## config.mk

```make
export PLATFORM = sky130hd
export DESIGN_NAME = ecg_argmax_classifier
export DESIGN_NICKNAME = d
export VERILOG_FILES = /design/src/rtl/ecg_argmax_classifier.sv
export SDC_FILE = /design/constraint.sdc
export NUM_CORES = 1
export LEC_CHECK = 0
export ABC_AREA = 1
export ABC_CLOCK_PERIOD_IN_PS = 6300
export CORE_UTILIZATION = 45
export DETAILED_ROUTE_END_ITERATION = 10
export GPL_TIMING_DRIVEN = 0
export PLACE_DENSITY = 0.69
export SYNTH_ARGS = -nofsm -noshare
export SYNTH_HDL_FRONTEND = slang
export SYNTH_SLANG_ARGS = --single-unit
```

## constraint.sdc

```tcl
create_clock -name clk -period 6.3 [get_ports clk]
set_input_delay 1.26 -clock clk [delete_from_list [all_inputs] [get_ports clk]]
set_output_delay 1.26 -clock clk [all_outputs]
set_load 0.1 [all_outputs]
```

## src/rtl/ecg_argmax_classifier.sv

```systemverilog
// Argmax stage after the layer-2 nodes: captures all activations, scans them one per
// cycle, and reports winning class, its value, margin to runner-up and a tie flag.
module ecg_argmax_classifier #(
    parameter int NUM_IN = 8,
    parameter int DW     = 8,
    parameter int IDX_W  = 4
) (
    input  logic                 clk,
    input  logic                 reset,
    input  logic                 in_valid,
    output logic                 in_ready,
    input  logic [NUM_IN*DW-1:0] act_bus,
    output logic                 out_valid,
    input  logic                 out_ready,
    output logic [IDX_W-1:0]     class_idx,
    output logic [DW-1:0]        max_val,
    output logic [DW-1:0]        margin,
    output logic                 tie_flag
);

    typedef enum logic [1:0] {IDLE, SCAN, DONE} state_t;

    localparam logic [IDX_W-1:0] LAST = IDX_W'(NUM_IN - 1);

    state_t state;
    state_t state_nxt;

    logic [NUM_IN*DW-1:0] cap;
    logic [IDX_W-1:0]     cnt;
    logic [DW-1:0]        elem;
    logic [DW-1:0]        max_r;
    logic [DW-1:0]        sec_r;
    logic [IDX_W-1:0]     idx_r;
    logic                 tie_r;
    logic [DW-1:0]        max_nxt;
    logic [DW-1:0]        sec_nxt;
    logic [IDX_W-1:0]     idx_nxt;
    logic                 tie_nxt;
    logic                 accept;
    logic                 last;

    assign accept = in_valid && in_ready;
    assign last   = (cnt == LAST);
    assign elem   = cap[int'(cnt)*DW +: DW];

    always_ff @(posedge clk) begin
        if (reset) state <= IDLE;
        else       state <= state_nxt;
    end

    always_comb begin
        state_nxt = state;
        unique case (state)
            IDLE: if (accept)    state_nxt = SCAN;
            SCAN: if (last)      state_nxt = DONE;
            DONE: if (out_ready) state_nxt = IDLE;
            default:             state_nxt = IDLE;
        endcase
    end

    always_comb begin
        in_ready  = (state == IDLE) && !reset;
        out_valid = (state == DONE);
    end

    // Running max/second update; an equal value keeps the earlier index.
    always_comb begin
        max_nxt = max_r;
        sec_nxt = sec_r;
        idx_nxt = idx_r;
        tie_nxt = tie_r;
        if (cnt == '0) begin
            max_nxt = elem;
            sec_nxt = '0;
            idx_nxt = '0;
            tie_nxt = 1'b0;
        end else if (elem > max_r) begin
            sec_nxt = max_r;
            max_nxt = elem;
            idx_nxt = cnt;
            tie_nxt = 1'b0;
        end else if (elem == max_r) begin
            sec_nxt = max_r;
            tie_nxt = 1'b1;
        end else if (elem > sec_r) begin
            sec_nxt = elem;
        end
    end

    always_ff @(posedge clk) begin
        if (reset) begin
            cap       <= '0;
            cnt       <= '0;
            max_r     <= '0;
            sec_r     <= '0;
            idx_r     <= '0;
            tie_r     <= 1'b0;
            class_idx <= '0;
            max_val   <= '0;
            margin    <= '0;
            tie_flag  <= 1'b0;
        end else begin
            if (accept) begin
                cap <= act_bus;
                cnt <= '0;
            end
            if (state == SCAN) begin
                max_r <= max_nxt;
                sec_r <= sec_nxt;
                idx_r <= idx_nxt;
                tie_r <= tie_nxt;
                if (last) begin
                    class_idx <= idx_nxt;
                    max_val   <= max_nxt;
                    margin    <= max_nxt - sec_nxt;
                    tie_flag  <= tie_nxt;
                end else begin
                    cnt <= cnt + 1'b1;
                end
            end
        end
    end

endmodule

```

==> Word level (Yosys, flattened, before mapping) <==
Cells that the tools add are included.
{ "word_totals": {"ff_bits": 112, "inputBits": 68, "elab_cells": 48} }
{ "classes": {"add_sub_neg": 2, "n_lt_le_gt_ge": 2, "eq_ne": 7, "shifts": 1, "n_mux": 18, "reduce_logical": 7} }
{ "op_table": {"columns": ["operator", "count"], "rows": [
  ["variable part select 64 x 8 -> 8 bit", 1],
  ["2-to-1 mux 8 bit", 6],
  ["2-to-1 mux 4 bit", 5],
  ["greater-than comparator 8 bit", 2],
  ["equality test 8 bit", 1],
  ["subtractor 8 bit", 1],
  ["2-to-1 mux 2 bit", 3],
  ["one-hot mux 2 bit (3 select lines)", 1],
  ["adder 4 x 1 -> 4 bit (second input constant)", 1],
  ["equality test 4 x 3 -> 1 bit (second input constant)", 1],
  ["zero test 4 bit", 1],
  ["inequality test 2 bit (second input constant)", 2],
  ["2-to-1 mux 1 bit", 3],
  ["AND reduction 3 bit", 1],
  ["equality test 2 x 1 -> 1 bit (second input constant)", 1],
  ["equality test 2 bit (second input constant)", 1],
  ["logical AND 1 bit", 2],
  ["zero test 2 bit", 1],
  ["inequality test 2 x 1 -> 1 bit (second input constant)", 1],
  ["AND reduction 2 bit", 1],
  ["zero test 1 bit", 1]
]} }

==> Longest topological paths before layout <==
{ "depth": {"word_depth": 7, "ltp_mapped": 34} }

==> Worst setup path before layout <==
OpenSTA, ideal clock, no wires.
{ "synth_path": {"kind": "input to output", "start": "input reset", "end": "output in_ready", "arrival_time_ps": 2329, "t_required_ps": 5040, "path_slack_ps": 2711, "path_stages": 4, "cell_sequence": "buf_2 -> nor3_1 -> buf_2 -> buf_2"} }
{ "synth_between": {"elab_chain_cells": 2} }
{ "synth_lines": {"columns": ["element", "line_no", "rtl"], "rows": [
  ["start, declared", "9", "input logic reset,"],
  ["zero test 1 bit", "62", "in_ready = (state == IDLE) && !reset;"],
  ["logical AND 1 bit", "62", null],
  ["end, declared", "11", "output logic in_ready,"]
]} }
Every way passes these cells.

==> Worst setup path after layout <==
Ends and elaborated chain as after synthesis.

==> results.tsv <==
stage	metric	value	unit
run_status	status	finished, final reports clean	
route	detail_route.iter0.violations	354	
power	power.density	288	mW/mm2
clock_network	post_cts.repair.setup_buffers	0	
floorplanning	num_io_pins	91	
logic_synthesis	synth_most_common_cell	sky130_fd_sc_hd__nand2_1	
route	avgViaCountPerCell	5.27	
route	routed-via-count	5698	
route	drt-wirelength-per-cell	14.7	um
min_path	hp-start	cap[39]	
critical_path	worstSetupStartpointType	input pin	
floorplanning	die_w	115	um
critical_path	endpoint_kind	output pin	
cells_and_area	drive_above_1_share	7.78	%
grt	grt_max_degree	20	
sta	maxSlewHeadroom	34.3	%
clock_network	number_of_sinks_driven_by_the_clock_tree	112	
logic_synthesis	ys_warn_count	0	
floorplanning	die-area	0.0132	mm2
logic_synthesis	mean_instance_size_in_the_synthesized_netlist	7.08	um2
grt	antenna_found_initial	0	
sta	maxSlewViolCount	0	
job	max_cap_violation_count	0	
clock_network	cts_htree_levels	3	
critical_path	worst_r2r_startpoint	cnt[0]	
logic_synthesis	syn-cell-area	0.00572	mm2
logic_synthesis	synth-seq-area-share	39.2	%
power	power	2050	uW
critical_path	crit_fanout	10	
logic_synthesis	synth_area_leaders	sky130_fd_sc_hd__dfxtp_1, sky130_fd_sc_hd__nand3_1, sky130_fd_sc_hd__nand2_1, sky130_fd_sc_hd__o21ai_1, sky130_fd_sc_hd__a21oi_1	
cells_and_area	fin_nets	1002	
cells_and_area	insertedDiodeCount	0	
clock_network	clk_path_buf_depth	2	
sta	setup_total_negative_slack	0	ps
grt	grt.total_usage	25.7	%
logic_synthesis	ff_latch_count_synth	112	
min_path	hp-class	reg2reg	
power	static-leakage-power	0.00315	uW
floorplanning	floorplan.initialDensity	46.8	%
critical_path	timing.critical_path.slowest_stage_cell	sky130_fd_sc_hd__clkdlybuf4s50_1	
logic_synthesis	synth.net_count	902	
logic_synthesis	synth_cells	808	
critical_path	cp_common_cell	sky130_fd_sc_hd__buf_2	
logic_synthesis	share_of_the_synthesized_area_in_the_top_cell_type	39.2	%
sta	timing.final.crit_period	4970	ps
logic_synthesis	yosys.cell_types.count	36	
clock_network	number_of_hold_buffers_added_after_cts	0	
power	peakVddDrop	0.000122	V
route	drt_pre_antenna_iters	5	
clock_network	cts_buffers	9	
critical_path	path_cells	buf_2 > nor3_1 > buf_2 > buf_2 > clkdlybuf4s50_1	
grt	grt_pass1_wl	26100	um
route	route.detailed.drc	0	
sta	min_period_over_period	78.9	%
logic_synthesis	dominant_synthesized_flop_cell	sky130_fd_sc_hd__dfxtp_1	
critical_path	data_arrival_time_at_the_worst_slack_endpoint	3710	ps
clock_network	tritoncts_clock_tree	built	
grt	grt_pass1_vias	5285	
clock_network	postCtsResizedCells	0	
floorplanning	placementRows	40	
floorplanning	chipHeight	115	um
floorplanning	design.core.area	0.0122	mm2
sta	fmaxAchievable	201	MHz
critical_path	crit_path_max_incr_delay	1160	ps
placement	dpl.hpwl	12300	um
sta	grt_setup_unrepaired	false	
logic_synthesis	synth-edff-count	0	
logic_synthesis	netlist.top_cell.by_area	sky130_fd_sc_hd__dfxtp_1	
critical_path	crit_type	in2out	
sta	clock_skew	10.3	ps
critical_path	critical_path_required	5040	ps
logic_synthesis	post_synth_most_frequent_cells	sky130_fd_sc_hd__nand2_1, sky130_fd_sc_hd__dfxtp_1, sky130_fd_sc_hd__nand3_1, sky130_fd_sc_hd__inv_1, sky130_fd_sc_hd__o21ai_1	
cells_and_area	area_growth	24.5	%
grt	globalRoute.totalOverflow	0	
critical_path	startpoint	reset	
route	wl	15800	um
placement	gp_congestion	0.892	
sta	worstMarginPinSlew	982	ps
clock_network	cts_root_buffer	sky130_fd_sc_hd__clkbuf_16	
logic_synthesis	async_reset_ff_share	0	%
placement	place.port_buffers	89	
sta	finalSetupViolCount	0	
clock_network	clk_latency	360	ps
sta	hold_viol_final	0	
clock_network	cts.reportedPaths.clkPinSlew	70	ps
route	route.antenna.remaining_nets	0	
-- report_power, final --
group | internal, uW | switching [uW] | total, uW
Combinational | 259 | 435 | 694
Clock | 298 | 277 | 575
Sequential | 757 | 26.8 | 784
Total | 1310 | 740 | 2050
-- logic make-up after synthesis --
| family | Yosys count | share of synthesized area (%) |
|---|---|---|
| and+or+nand+nor | 300 | 23.2 |
| AOI/OAI and AO/OA | 211 | 19.6 |
| buffers and inverters | 153 | 11.2 |
| DFF | 112 | 39.2 |
| adders and majority gates | 26 | 5.82 |
| xor gates and xnor gates | 6 | 0.919 |
-- sequential cells by signal, indices dropped and copies added, names as in the netlist --
name / count
sec_r: 8
cnt: 4
state: 2
idx_r: 4
cap: 64
max_val: 8
tie_flag: 1
max_r: 8
class_idx: 4
tie_r: 1
margin: 8
-- critical path, delay by kind of cell --
kind / cells / cell delay, ps
buffers and inverters: 4 / 1950
and+or+nand+nor: 1 / 490
-- placed cells by master, fill, tap and decap left out, types with 21 or more instances in the layout --
master,n
sky130_fd_sc_hd__nand2_1,140
sky130_fd_sc_hd__dfxtp_1,112
sky130_fd_sc_hd__nand3_1,109
sky130_fd_sc_hd__clkdlybuf4s50_1,89
sky130_fd_sc_hd__inv_1,85
sky130_fd_sc_hd__o21ai_1,80
sky130_fd_sc_hd__a21oi_1,73
sky130_fd_sc_hd__nor2_1,38
sky130_fd_sc_hd__o21ai_0,33
sky130_fd_sc_hd__ha_1,25
sky130_fd_sc_hd__clkbuf_1,21
-- worst paths after layout --
path                                  end  slack, ps  cells after the start
worst max register to register  margin[7]       2110                     25
worst max-delay path             in_ready       1330                      5
worst min-delay path              cap[39]        460                      2
worst min register to register    cap[39]        460                      2
-- cell type report --
type | count | area [um2]
Buffer | 51 | 260
Clock buffer | 11 | 253
Clock inverter | 5 | 46.3
Fill cell | 1245 | 5090
Inverter | 102 | 383
Multi-Input combinational cell | 543 | 2840
Sequential cell | 112 | 2240
Tap cell | 168 | 210
Timing Repair Buffer | 89 | 891
-- through the flow --
step                      std cells  worst slack, ps  hold slack (ps)  instance area [um2]  util (%)
after global placement         1065             1320              452                 6820      55.9
final                          1081             1330              464                 7120      58.3
after global routing           1081             1250              480                 7120      58.3
after detailed placement       1065             1370              456                 6820      55.9
after CTS                      1081             1360              467                 7120      58.3
after floorplan                 808             2710              440                 5720         -
-- layer usage --
layer  GRT usage (%)  share of wire (%)  vias to the layer above
li1                -                  -                     2874
met1            36.1                 48                     2623
met2            40.1                 44                      175
met3            5.06                5.8                       26
met4            7.53                1.8                        0
met5               0                  0                        -
(Power assumes the default switching activity.)
